[src/rtl/node_input_arbiter.sv]
// -----------------------------------------------------------------------------
// node_input_arbiter
//
// Purpose:
//   Collects instruction words arriving from three sources (left neighbour,
//   local injection, right neighbour). Each source has its own small FIFO.
//   A round-robin arbiter picks at most one non-empty FIFO per cycle, pops it,
//   and presents the word to the routing controller through registered
//   outputs. The downstream controller never stalls.
//
// Parameters:
//   DATA_WIDTH - width of one instruction word
//   FIFO_DEPTH - words buffered per source (2, 4 or 8)
//
// Ports:
//   clk               - clock, all state changes on the rising edge
//   rst_n             - asynchronous active-low reset
//   left_valid/_data  - word offered by the left neighbour   (source 2'b00)
//   left_ready        - left FIFO has room this cycle
//   local_valid/_data - word offered by local injection      (source 2'b01)
//   local_ready       - local FIFO has room this cycle
//   right_valid/_data - word offered by the right neighbour  (source 2'b10)
//   right_ready       - right FIFO has room this cycle
//   controller_enable - registered, a new word is presented this cycle
//   source_port       - registered, origin code of the presented word
//   instruction       - registered, the presented word
// -----------------------------------------------------------------------------
module node_input_arbiter #(
    parameter int DATA_WIDTH = 32,
    parameter int FIFO_DEPTH = 2
) (
    input  logic                  clk,
    input  logic                  rst_n,

    input  logic                  left_valid,
    input  logic [DATA_WIDTH-1:0] left_data,
    output logic                  left_ready,

    input  logic                  local_valid,
    input  logic [DATA_WIDTH-1:0] local_data,
    output logic                  local_ready,

    input  logic                  right_valid,
    input  logic [DATA_WIDTH-1:0] right_data,
    output logic                  right_ready,

    output logic                  controller_enable,
    output logic [1:0]            source_port,
    output logic [DATA_WIDTH-1:0] instruction
);

    localparam int NUM_PORTS = 3;
    localparam int PTR_W     = $clog2(FIFO_DEPTH);
    localparam int CNT_W     = PTR_W + 1;
    localparam logic [CNT_W-1:0] DEPTH_CNT = CNT_W'(FIFO_DEPTH);

    // Next index in the 0 -> 1 -> 2 -> 0 rotation; never yields 2'b11.
    function automatic logic [1:0] inc3(input logic [1:0] p);
        return (p == 2'd2) ? 2'd0 : p + 2'd1;
    endfunction

    // -------------------------------------------------------------------------
    // Per-port vectors, index 0 = left, 1 = local, 2 = right (equals the
    // source code presented on source_port).
    // -------------------------------------------------------------------------
    logic [NUM_PORTS-1:0]  in_valid;
    logic [NUM_PORTS-1:0]  in_ready;
    logic [NUM_PORTS-1:0]  push;
    logic [NUM_PORTS-1:0]  pop;
    logic [NUM_PORTS-1:0]  non_empty;
    logic [DATA_WIDTH-1:0] in_data   [NUM_PORTS];
    logic [DATA_WIDTH-1:0] head_data [NUM_PORTS];

    assign in_valid   = {right_valid, local_valid, left_valid};
    assign in_data[0] = left_data;
    assign in_data[1] = local_data;
    assign in_data[2] = right_data;

    assign left_ready  = in_ready[0];
    assign local_ready = in_ready[1];
    assign right_ready = in_ready[2];

    // -------------------------------------------------------------------------
    // Input FIFOs. FIFO_DEPTH is a power of two, so the pointers wrap modulo
    // FIFO_DEPTH by natural overflow.
    // -------------------------------------------------------------------------
    genvar gi;
    generate
        for (gi = 0; gi < NUM_PORTS; gi++) begin : g_fifo
            logic [DATA_WIDTH-1:0] mem [FIFO_DEPTH];
            logic [PTR_W-1:0]      wr_ptr_reg;
            logic [PTR_W-1:0]      rd_ptr_reg;
            logic [CNT_W-1:0]      count_reg;
            logic [CNT_W-1:0]      count_next;

            // Ready and emptiness come only from the registered count, so a
            // word pushed this edge cannot be granted until the next one and
            // ready only rises the cycle after a pop frees a slot.
            assign in_ready[gi]  = (count_reg < DEPTH_CNT);
            assign non_empty[gi] = (count_reg != '0);
            assign push[gi]      = in_valid[gi] & in_ready[gi];
            assign head_data[gi] = mem[rd_ptr_reg];

            always_comb begin
                count_next = count_reg;
                case ({push[gi], pop[gi]})
                    2'b10:   count_next = count_reg + 1'b1;
                    2'b01:   count_next = count_reg - 1'b1;
                    default: count_next = count_reg;  // idle, or push+pop
                endcase
            end

            // Storage carries no reset; stale words are unreachable once the
            // count is cleared.
            always_ff @(posedge clk) begin
                if (push[gi]) begin
                    mem[wr_ptr_reg] <= in_data[gi];
                end
            end

            always_ff @(posedge clk or negedge rst_n) begin
                if (!rst_n) begin
                    wr_ptr_reg <= '0;
                    rd_ptr_reg <= '0;
                    count_reg  <= '0;
                end else begin
                    if (push[gi]) begin
                        wr_ptr_reg <= wr_ptr_reg + 1'b1;
                    end
                    if (pop[gi]) begin
                        rd_ptr_reg <= rd_ptr_reg + 1'b1;
                    end
                    count_reg <= count_next;
                end
            end
        end
    endgenerate

    // -------------------------------------------------------------------------
    // Round-robin arbitration: search starts at rr_ptr_reg and wraps 2 -> 0.
    // -------------------------------------------------------------------------
    logic [1:0] rr_ptr_reg;
    logic [1:0] cand1;
    logic [1:0] cand2;
    logic       grant_valid;
    logic [1:0] grant_idx;

    assign cand1 = inc3(rr_ptr_reg);
    assign cand2 = inc3(cand1);

    always_comb begin
        grant_valid = 1'b1;
        grant_idx   = rr_ptr_reg;
        if (non_empty[rr_ptr_reg]) begin
            grant_idx = rr_ptr_reg;
        end else if (non_empty[cand1]) begin
            grant_idx = cand1;
        end else if (non_empty[cand2]) begin
            grant_idx = cand2;
        end else begin
            grant_valid = 1'b0;
        end
    end

    // The granted FIFO is popped on the same edge its head is registered out.
    assign pop = grant_valid ? (3'b001 << grant_idx) : 3'b000;

    // -------------------------------------------------------------------------
    // Registered controller interface and round-robin pointer.
    // -------------------------------------------------------------------------
    logic                  controller_enable_reg;
    logic [1:0]            source_port_reg;
    logic [DATA_WIDTH-1:0] instruction_reg;

    always_ff @(posedge clk or negedge rst_n) begin
        if (!rst_n) begin
            rr_ptr_reg            <= 2'd0;
            controller_enable_reg <= 1'b0;
            source_port_reg       <= 2'b00;
            instruction_reg       <= '0;
        end else if (grant_valid) begin
            rr_ptr_reg            <= inc3(grant_idx);
            controller_enable_reg <= 1'b1;
            source_port_reg       <= grant_idx;
            instruction_reg       <= head_data[grant_idx];
        end else begin
            // No grant: pointer, source and word hold; only the strobe drops.
            controller_enable_reg <= 1'b0;
        end
    end

    assign controller_enable = controller_enable_reg;
    assign source_port       = source_port_reg;
    assign instruction       = instruction_reg;

endmodule
[config.mk]
export PLATFORM = sky130hd
export DESIGN_NAME = node_input_arbiter
export DESIGN_NICKNAME = d
export VERILOG_FILES = /design/src/rtl/node_input_arbiter.sv
export SDC_FILE = /design/constraint.sdc
export NUM_CORES = 1
export LEC_CHECK = 0
export ABC_AREA = 1
export BUFFER_PORTS_ARGS = -buffer_cell sky130_fd_sc_hd__buf_4
export CAP_MARGIN = 20
export CORE_ASPECT_RATIO = 2
export CORE_MARGIN = 4
export CORE_UTILIZATION = 54
export CTS_CLUSTER_DIAMETER = 200
export DETAILED_ROUTE_END_ITERATION = 8
export GPL_TIMING_DRIVEN = 0
export PLACE_DENSITY = 0.76
export SLEW_MARGIN = 25
export SYNTH_ARGS = -nofsm -noshare
export SYNTH_HDL_FRONTEND = slang
export SYNTH_SLANG_ARGS = --single-unit
[constraint.sdc]
create_clock -name clk -period 5.5 [get_ports clk]
set_input_delay 0 -clock clk [delete_from_list [all_inputs] [get_ports clk]]
set_output_delay 0 -clock clk [all_outputs]
set_load 0.01 [all_outputs]
==> summary.md, run 1 <==
| Metric | Value |
|---|---|
| I/O pin cnt | 139 |
| Largest net degree at the start of global routing | 50 |
| Initial Util | 54.8% |
| Slowest stage delay, CP | roughly 0.36 ns |
| Max reg flops | about 190 |
| Leakage | around 0.0057 uW |
| Max Cap Viol | 0 |
| DP Wirelength | 17600 um |
| Setup violations, final | 0 |
| PwrDens | ~600 nW/um^2 |
| First-pass GRT wire length | roughly 39000 um |
| DRC | 0 |
| RSZ-0062 raised after global routing | no |
| Iter 0 DRT Violations | ~360 |
| Reg2Reg Depth | 15 |
| Non-Filler Instances | 1364 |
| Register area share after synthesis | approximately 70% |
| CTS root buf | clkbuf_16 |
| Setup bufs post-CTS | 0 |
| Slew headroom | between 50% and 60% |
| Share of layout cells above drive strength 1 | between 20% and 30% |
| Final Cycle Share | 48.6% |
| Synthesized flop and latch total | approximately 240 |
| Syn Std Cell Area | 9990 um^2 |
| Tmin final | 2.67 ns |
| Overall die width | 104 um |
| Vias per cell | 5.23 |
| Cell mode on critical path | nand2_2 |
| Die area | about 21000 um^2 |
| CTS Buf Count | 20 |
| Core footprint | 18200 um^2 |
| Max Slew Vio Count | 0 |
| CP cell instances | inv_1, nand2_2, nand2_1, nand2_2, nor2_4, inv_2, nor3_4, inv_2, buf_2, nand2_2, inv_1, ha_1, a21oi_1, o21ai_0, xor2_1 |
| Initial antenna violation count | 2 |
| Critical path data required time | a little under 6 ns |
| Fin util | 72.3% |
| Gate Count Post-Synth | between 800 and 900 |
| GRT Overall Usage | 24.6% |
| Die height | between 200 and 250 um |
| Placed Cells | 1226 |
| Clock sinks | approximately 240 |
| Slowest-stage cell, CP | dfrtp_1 |
| H-tree depth | 1 |
| Peak VDD IR | 0.000367 V |
| Vias post-DR | 7140 |
| TNS Setup | 0 ns |
| DP Area | around 11000 um^2 |
| Later-pin clock latency in the skew report | 0.50 ns |
| Yosys warns | 0 |
| Gpl congestion | 0.888 |
| Number of synthesized flops with an enable pin | 192 |
| Post-synth top flop | edfxtp_1 |
| Status | complete, no violations |
| Worst-path clk slew | 0.07 ns |
| Worst-Margin Slew | around 0.67 ns |
| Fmax | roughly 0.37 GHz |
| Net total in the final layout | roughly 1.2k |
| Mapped Avg Cell Area | about 12 um^2 |
| Asr flop ratio synth | 20.3% |
| Final WL | 25200 um |
| Row cnt | 70 |
| Worst EP arrival | between 3 and 4 ns |
| Clock skew | 0.0129 ns |
| Critical path class | register to register |
| Post-synthesis net count | between 900 and 1k |
| Routed Antenna Nets | 0 |
| CP Launch Type | register |
| Total grt overflow | 0 |
| Number of buffers added on ports | 138 |
| Vias in the first global route | 7531 |
| Hold slack | 0.0734 ns |
| Count of different cell masters after synthesis | 28 |
| DRT Pass-1 Iters | 5 |
| CP Capture Type | register |
| CTS tree | done |
| Crit Path Max Fanout | 10 |
| CTS max path bufs | 3 |
| Worst min-delay path class | input pin to asynchronous set/reset pin |
| Layout area overhead | 31.9% |
| Wirelength per Cell | between 15 and 20 um |
| Finished Cell Area | 13200 um^2 |
| Hold Fails Final Rpt | 0 |
[logic make-up (layout without fill, tap and decap cells)]
kind of cell,count (synthesis),after routing,share of synthesized area [%]
AND/OR/NAND/NOR,469,469,19.1
flip-flops,241,241,70.0
buffers and inverters,65,345,2.93
multiplexers,46,46,5.01
AO/OA/AOI/OAI,30,30,1.57
XOR/XNOR,12,12,1.05
adder cells (fa/ha/maj),3,3,0.376
other,0,2,0
[metrics by stage]
| stage | total power [uW] | setup WS [ns] |
|---|---|---|
| after floorplan | 5180 | 3.07 |
| after global placement | 6260 | 2.28 |
| after detailed placement | 6430 | 2.89 |
| after CTS | 7980 | 2.80 |
| after global routing | 8540 | 2.60 |
| final | 7970 | 2.83 |
[worst paths after layout]
kind                                               startpoint                                  to  slack, ns
max                        g_fifo[2].count_reg[1]$_DFFE_PN0P_  g_fifo[2].count_reg[1]$_DFFE_PN0P_       2.83
min reg2reg                        source_port[1]$_DFFE_PN0P_          source_port[1]$_DFFE_PN0P_       0.51
max in group asynchronous                               rst_n          instruction[1]$_DFFE_PN0P_       4.97
min                                                     rst_n  g_fifo[2].count_reg[0]$_DFFE_PN0P_       0.07
max reg2reg                g_fifo[2].count_reg[1]$_DFFE_PN0P_  g_fifo[2].count_reg[1]$_DFFE_PN0P_       2.83
min in group clk                                right_data[9]       g_fifo[2].mem[0][9]$_DFFE_PP_       0.22
[cell usage after synthesis (2+ instances only)]
master	count	share of area [%]
nand2_1	269	10
edfxtp_1	192	58
nor2_1	122	4.6
nand3_1	65	3.3
dfrtp_1	49	12
mux2_2	32	3.6
a21oi_1	22	1.1
clkbuf_1	19	0.71
buf_2	18	0.90
inv_1	16	0.60
mux2i_1	14	1.4
xor2_1	9	0.79
o21ai_0	6	0.30
buf_4	5	0.38
nand2_2	5	0.31
inv_2	4	0.15
ha_1	3	0.38
xnor2_1	3	0.26
nand2_4	2	0.23
nor2_2	2	0.13
nor2_4	2	0.23
[placed cells by master (no fill, tap or decap), drive strengths merged, types with 9 or more instances in the layout]
cell type / n
mux2: 32
dfrtp: 49
a21oi: 23
buf: 169
clkbuf: 45
inv: 20
xor2: 9
edfxtp: 192
dlygate4sd3: 100
nand3: 66
mux2i: 14
nand2: 276
nor2: 126
[power breakdown]
group / total, uW / switching (uW) / internal (uW)
clock: 1480 / 622 / 855
sequential: 2680 / 176 / 2500
combinational: 3810 / 2410 / 1410
[critical path: cells and delay by family (launching register included)]
family | cells | cell delay (ns)
AOI/OAI and AO/OA | 2 | 0.30
xor gates and xnor gates | 1 | 0.17
and+or+nand+nor | 6 | 0.86
buffers and inverters | 5 | 0.56
DFF | 1 | 0.36
adders and majority gates | 1 | 0.30
[metal layers]
| layer | wire, um | track usage (%) | share of wire [%] |
|---|---|---|---|
| met5 | 0 | 0 | 0 |
| met4 | 2230 | 18.4 | 8.8 |
| met3 | 1110 | 3.13 | 4.4 |
| met1 | 8110 | 24.8 | 32 |
| met2 | 13800 | 45.2 | 55 |
[area by class of cell]
| type | count | area [um^2] |
|---|---|---|
| sequential | 241 | 6990 |
| fill | 1255 | 5040 |
| multi-input combinational | 560 | 2750 |
| timing repair buffer | 244 | 2190 |
| clock buffer | 26 | 554 |
| tap | 216 | 270 |
| buffer | 44 | 214 |
| clock inverter | 10 | 125 |
| inverter | 21 | 78.8 |
| antenna | 2 | 5.00 |
[timing repair]
| action | 4_1_cts | 5_1_grt |
|---|---|---|
| hold buffers | 100 | 0 |
| endpoints found under the hold margin | 244 | 0 |
| gates resized for setup | 0 | 0 |
Note: power is estimated with default switching activity, not from simulation.
==> run 2, diff against run 1 <==
ABC_AREA = 0   (was 1)
CORE_UTILIZATION = 52   (was 54)
clock period = 2.1 ns   (was 5.5 ns; I/O delays follow)
==> run 2 against run 1 <==
Against the previous run: via count down 7.0%; maximum frequency up 30%; synthesized cell count down 26%; sequential cell count unchanged; clock-buffer cell count up 5; register-to-register slack worse by 2.8 ns; first-iteration DRC count down 1.9%; total power up 140%; worst hold slack better by 0.019 ns; non-clock buffer count up 8; clock skew down 0.0049 ns.
==> summary.md, run 2 <==
| Metric | Value |
|---|---|
| Crit path launch | g_fifo[0].count_reg[0]$_DFFE_PN0P_ |
| Crit Path Max Fanout | 12 |
| H-tree depth | 1 |
| Initial antenna violation count | 0 |
| Net total in the final layout | 1018 |
| Die area | 21700 um^2 |
| RR Startpoint | g_fifo[0].count_reg[0]$_DFFE_PN0P_ |
| Leakage | about 0.0048 uW |
| Post-synth top cells | edfxtp_1 (192), mux2_2 (62), dfrtp_1 (49) |
| CP Launch Type | register |
| DRC | 0 |
| Row cnt | between 70 and 80 |
| PwrDens | 1460 nW/um^2 |
| Footprint of the multi-input gates | 2810 um^2 |
| Vias in the first global route | 7250 |
| Peak VDD IR | 0.000866 V |
| CP Capture Type | register |
| Routed Antenna Nets | 0 |
| Worst-Margin Slew | between 0.7 and 0.8 ns |
| Max Slew Vio Count | 0 |
| Slack of the worst reg-to-reg path | 0.05 ns |
| Layout area overhead | 32.5% |
| Top cells by area, synth | edfxtp_1 (57%), dfrtp_1 (12%), mux2_2 (6.9%) |
| Final WL | between 20000 and 30000 um |
| Hold Fails Final Rpt | 0 |
| CTS max path bufs | 3 |
| Post-synth top area share | a little under three fifths |
| Clock skew | 0.00794 ns |
| Total grt overflow | 0 |
| Final Cycle Share | about 100% |
| Slew headroom | between 40% and 50% |
| DRT Pass-1 Iters | 5 |
| Count of different cell masters after synthesis | 42 |
| Slowest-stage cell, CP | dfrtp_2 |
| Overall die width | 106 um |
| Crit path to | g_fifo[2].count_reg[1]$_DFFE_PN0P_ |
| CP top delay family | simple AND/OR/NAND/NOR gates |
| Gate Count Post-Synth | 643 |
| Most frequent cells in the layout | edfxtp_1 (192), buf_4 (148), dlygate4sd3_1 (100) |
| Critical path data required time | 2.52 ns |
| I/O pin cnt | between 100 and 150 |
| First-pass GRT wire length | ~40000 um |
| Largest net degree at the start of global routing | 50 |
| Fillers | 1219 |
| Synthesized flop and latch total | 241 |
| Reg2Reg Depth | 8 |
| Clock sinks | 241 |
| Worst EP arrival | 2.47 ns |
| Tmin final | 2.05 ns |
| Number of synthesized flops with an enable pin | 192 |
| Count leader, synth | edfxtp_1 |
| Slowest stage delay, CP | 0.46 ns |
| Core footprint | around 19000 um^2 |
| Fmax | a little under 0.5 GHz |
| Share of layout cells above drive strength 1 | between 30 and 40% |
| DP Area | about 12000 um^2 |
| TNS Setup | 0 ns |
| Critical path class | register to register |
| Finished Cell Area | 13300 um^2 |
| Initial Util | 53.1% |
| Gpl congestion | roughly 0.83 |
| Later-pin clock latency in the skew report | 0.51 ns |
| Yosys warns | 0 |
| Max reg flops | 192 |
| Register area | 7000 um^2 |
| Buffers & Inverters on Critical Path | 0 |
| Status | complete, no violations |
| Largest area contributor in the netlist | edfxtp_1 |
| CP cell instances | nor2_4, o21ai_4, or3_4, and2_1, ha_1, xnor2_1, nor2_1, xnor2_1 |
| Worst min-delay path class | input pin to asynchronous set/reset pin |
| Post-synth top flop | edfxtp_1 |
| Register area share after synthesis | 69.6% |
| Setup violations, final | 0 |
| Vias per cell | about 5.6 |
| GRT Overall Usage | 23.7% |
| Fin util | 70.3% |
| Worst-path clk slew | 0.07 ns |
| Wirelength per Cell | approximately 22 um |
| Iter 0 DRT Violations | 355 |
| CTS root buf | clkbuf_16 |
| Vias post-DR | 6638 |
| CTS tree | done |
| Max Cap Viol | 0 |
| DP Wirelength | 17600 um |
| Ant diodes | 0 |
| Post-synthesis net count | 747 |
| Commonest non-fill, non-tap cell in the layout | edfxtp_1 |
| Syn Std Cell Area | 10000 um^2 |
| Asr flop ratio synth | 20.3% |
| Die height | 205 um |
| R2R Path End | g_fifo[2].count_reg[1]$_DFFE_PN0P_ |
| Number of buffers added on ports | 138 |
| Stages on worst setup path | 8 |
| CTS Buf Count | 21 |
| Mapped Avg Cell Area | 15.6 um^2 |
| Cell mode on critical path | xnor2_1 |
==> run 2: cell type report <==
type	instances	area share, %
timing repair buffer	249	16.8
tap	255	2.40
buffer	47	2.15
multi-input combinational	350	21.1
inverter	4	0.113
clock inverter	7	0.479
sequential	241	52.6
clock buffer	31	4.46
==> run 2: cell families after synthesis <==
| kind of cell | after synthesis | synth area share (%) |
|---|---|---|
| xor gates and xnor gates | 15 | 1.31 |
| DFF | 241 | 69.6 |
| adders and majority gates | 3 | 0.374 |
| and+or+nand+nor | 91 | 4.72 |
| buffers and inverters | 52 | 3.04 |
| muxes | 64 | 7.15 |
| AOI/OAI and AO/OA | 177 | 13.8 |
==> run 2: what timing repair did <==
item                                    in CTS  in global routing
resized for setup                            6                 10
setup buffers                                1                  4
hold buffers                               100                  0
gates cloned                                 0                  0
endpoints found under the setup margin       3                 25
pin swaps                                    1                  3
endpoints found under the hold margin      244                  0
==> run 2: how the worst min path moves through the flow <==
stage	slack (ns)	depth (start not counted)	endpoint
after floorplan	-0.30	0	controller_enable$_DFF_PN0_
after global placement	0.08	1	g_fifo[0].wr_ptr_reg$_DFFE_PN0P_
after detailed placement	0.09	1	g_fifo[0].wr_ptr_reg$_DFFE_PN0P_
after CTS	0.12	2	g_fifo[0].wr_ptr_reg$_DFFE_PN0P_
after global routing	0.15	2	instruction[18]$_DFFE_PN0P_
final	0.09	2	instruction[21]$_DFFE_PN0P_
==> run 2: metal layers <==
metal / up-vias / wire (um) / share of wire [%] / track usage (%)
li1: 3030 / - / - / -
met1: 3216 / 8840 / 34 / 25.4
met2: 295 / 14200 / 55 / 44.5
met3: 97 / 1290 / 5.0 / 3.19
met4: 0 / 1390 / 5.4 / 12.6
met5: - / 0 / 0 / 0
==> run 2: worst register-to-register path: stages (launching register included) <==
cell and delay [ns]:
dfrtp_2 0.46, nor2_4 0.17, o21ai_4 0.09, or3_4 0.44, and2_1 0.21, ha_1 0.20
xnor2_1 0.12, nor2_1 0.14, xnor2_1 0.14
==> run 2: per-stage QoR <==
| step | total power, uW | cells | setup slack, ns | hold WS, ns |
|---|---|---|---|---|
| floorplan | 12600 | 643 | 0.135 | -0.296 |
| global placement | 14900 | 1036 | -0.548 | 0.0823 |
| detailed placement | 15400 | 1042 | -0.129 | 0.0887 |
| CTS | 19400 | 1181 | 0.000460 | 0.119 |
| global route | 20400 | 1184 | -0.0110 | 0.147 |
| finish | 19500 | 1184 | 0.0517 | 0.0920 |
==> run 2: power by group <==
part	total (uW)	switching (uW)	internal, uW
Clock	3770	1680	2090
Sequential	7220	705	6520
Combinational	8480	4760	3720
Total	19500	7140	12300
==> run 3, diff against run 2 <==
REMOVE_ABC_BUFFERS = 1   (was not set)
==> run 3 against run 2 <==
Against the previous run: non-clock buffer count decreased by 24; design area increased by 1.6%; core utilization increased by 1.1 points; maximum frequency decreased by 1.2%; largest power group unchanged; critical path type unchanged; critical endpoint is now g_fifo[1].count_reg[1]$_DFFE_PN0P_; via count increased by 2.3%; sequential cell count unchanged; first-iteration DRC count increased by 6.5%; critical path depth decreased by 1; combinational power increased by 6.5%; worst hold slack improved by 0.019 ns; final cell count decreased by 1.9%; clock-buffer cell count decreased by 6.
==> summary.md, run 3 (synthesized netlist as in run 2, its figures left out) <==
| Metric | Value |
|---|---|
| Die height | 205 um |
| Net total in the final layout | about 1000 |
| CP cell instances | buf_4, o21ba_2, or2_1, a21oi_1, ha_1, nor2_1, xnor2_1 |
| Share of layout cells above drive strength 1 | 37.5% |
| PwrDens | roughly 1500 nW/um^2 |
| Tmin final | just over 2 ns |
| Row cnt | 71 |
| Clock skew | 0.00943 ns |
| Most frequent cells in the layout | edfxtp_1 (192), buf_4 (151), dlygate4sd3_1 (100) |
| Critical path class | register to register |
| Max Slew Vio Count | 0 |
| DP Area | 11600 um^2 |
| Commonest non-fill, non-tap cell in the layout | edfxtp_1 |
| GRT Overall Usage | 25.3% |
| Routed Antenna Nets | 0 |
| Vias per cell | 5.84 |
| Hold Fails Final Rpt | 0 |
| Leakage | 0.00482 uW |
| Wirelength per Cell | 23.8 um |
| H-tree depth | 1 |
| Crit Path Max Fanout | 5 |
| Total grt overflow | 0 |
| Later-pin clock latency in the skew report | 0.49 ns |
| Gpl congestion | 0.770 |
| CP top delay family | compound AO/OA/AOI/OAI gates |
| First-pass GRT wire length | 41100 um |
| Worst-Margin Slew | approximately 0.75 ns |
| Initial antenna violation count | 1 |
| RSZ-0062 raised after global routing | yes |
| Slew headroom | 49.7% |
| Largest net degree at the start of global routing | 50 |
| CP Launch Type | register |
| Fin util | 71.4% |
| Register area | 7010 um^2 |
| Worst min-delay path class | input pin to asynchronous set/reset pin |
| Slowest-stage cell, CP | dfrtp_2 |
| CTS tree | done |
| Vias in the first global route | 7289 |
| DRT Pass-1 Iters | 5 |
| DRC | 0 |
| CP Capture Type | register |
| Buffers & Inverters on Critical Path | 1 |
| Fillers | 1160 |
| Final Cycle Share | a little over nine tenths |
| Core footprint | between 15000 and 20000 um^2 |
| TNS Setup | 0 ns |
| I/O pin cnt | between 100 and 150 |
| CTS max path bufs | 3 |
| Initial Util | 53.1% |
| Worst-path clk slew | about 0.070 ns |
| Max Cap Viol | 0 |
| Final WL | 27700 um |
| DP Wirelength | around 16000 um |
| Peak VDD IR | approximately 0.0012 V |
| Footprint of the multi-input gates | 2890 um^2 |
| Finished Cell Area | roughly 14000 um^2 |
| Layout area overhead | 34.5% |
| Number of buffers added on ports | roughly 140 |
| Worst EP arrival | 2.48 ns |
| Status | complete, no violations |
| Critical path data required time | 2.51 ns |
| Setup violations, final | 0 |
| Fmax | 0.482 GHz |
| Slowest stage delay, CP | around 0.43 ns |
| Max reg flops | 192 |
| CTS Buf Count | 21 |
| Clock sinks | 241 |
| Iter 0 DRT Violations | roughly 380 |
| CTS root buf | clkbuf_16 |
| Hold slack | 0.111 ns |
| Die area | 21700 um^2 |
| Overall die width | 106 um |
| Vias post-DR | 6790 |
run 3: cell types whose count changed in the layout (fill, tap and decap cells not counted), sizes merged, moves of 2 or more:
cell,before,now
or3,1,3
buf,176,171
clkbuf,51,25
clkinv,5,10
run 3: area by class of cell:
cell class	instances	area share, %
inverters	4	0.111
multi-input cells	352	21.4
diodes	1	0.0185
repair buffers	272	19.5
clock buffers	25	4.07
flip-flops and latches	241	51.8
clock inverters	12	0.768
well taps	255	2.36
run 3: where the power goes:
part,internal [uW],switching [uW]
registers,6540,974
clock network,2110,1660
logic,4240,4790
total,12900,7420
run 3: routing by layer:
| layer | part of all wire, % | vias to the layer above | global-route usage (%) |
|---|---|---|---|
| met2 | 56 | 319 | 48.8 |
| met4 | 3.9 | 0 | 10.3 |
| li1 | - | 2994 | - |
| met3 | 5.8 | 79 | 2.74 |
| met5 | 0 | - | 0 |
| met1 | 34 | 3398 | 27.7 |
run 3: repair_timing:
item                       CTS  global route
hold endpoints to repair   244             0
gates cloned                 3             0
hold buffers               100             0
buffers inserted            10             5
setup endpoints to repair   43            35
pin swaps                   12             5
resized for setup           14             9
run 3: stage by stage:
stage                     total power, uW  cells  setup WS (ns)
after floorplan                     12000    595          -2.62
after global placement              14100    988          -4.99
after detailed placement            15700   1006         -0.809
after CTS                           20100   1156        -0.0257
after global routing                21200   1162        -0.0328
final                               20300   1162         0.0272
run 3: worst paths after layout:
| check | start | to | slack [ns] | cells past startpoint |
|---|---|---|---|---|
| max | g_fifo[0].count_reg[0]$_DFFE_PN0P_ | g_fifo[1].count_reg[1]$_DFFE_PN0P_ | 0.03 | 7 |
| min | rst_n | instruction[18]$_DFFE_PN0P_ | 0.11 | 2 |
| max reg2reg | g_fifo[0].count_reg[0]$_DFFE_PN0P_ | g_fifo[1].count_reg[1]$_DFFE_PN0P_ | 0.03 | 7 |
| min reg2reg | source_port[0]$_DFFE_PN0P_ | source_port[0]$_DFFE_PN0P_ | 0.49 | 1 |
| max in group asynchronous | rst_n | rr_ptr_reg[0]$_DFFE_PN0P_ | 1.40 | 2 |
| min in group clk | left_data[27] | g_fifo[0].mem[1][27]$_DFFE_PP_ | 0.23 | 2 |
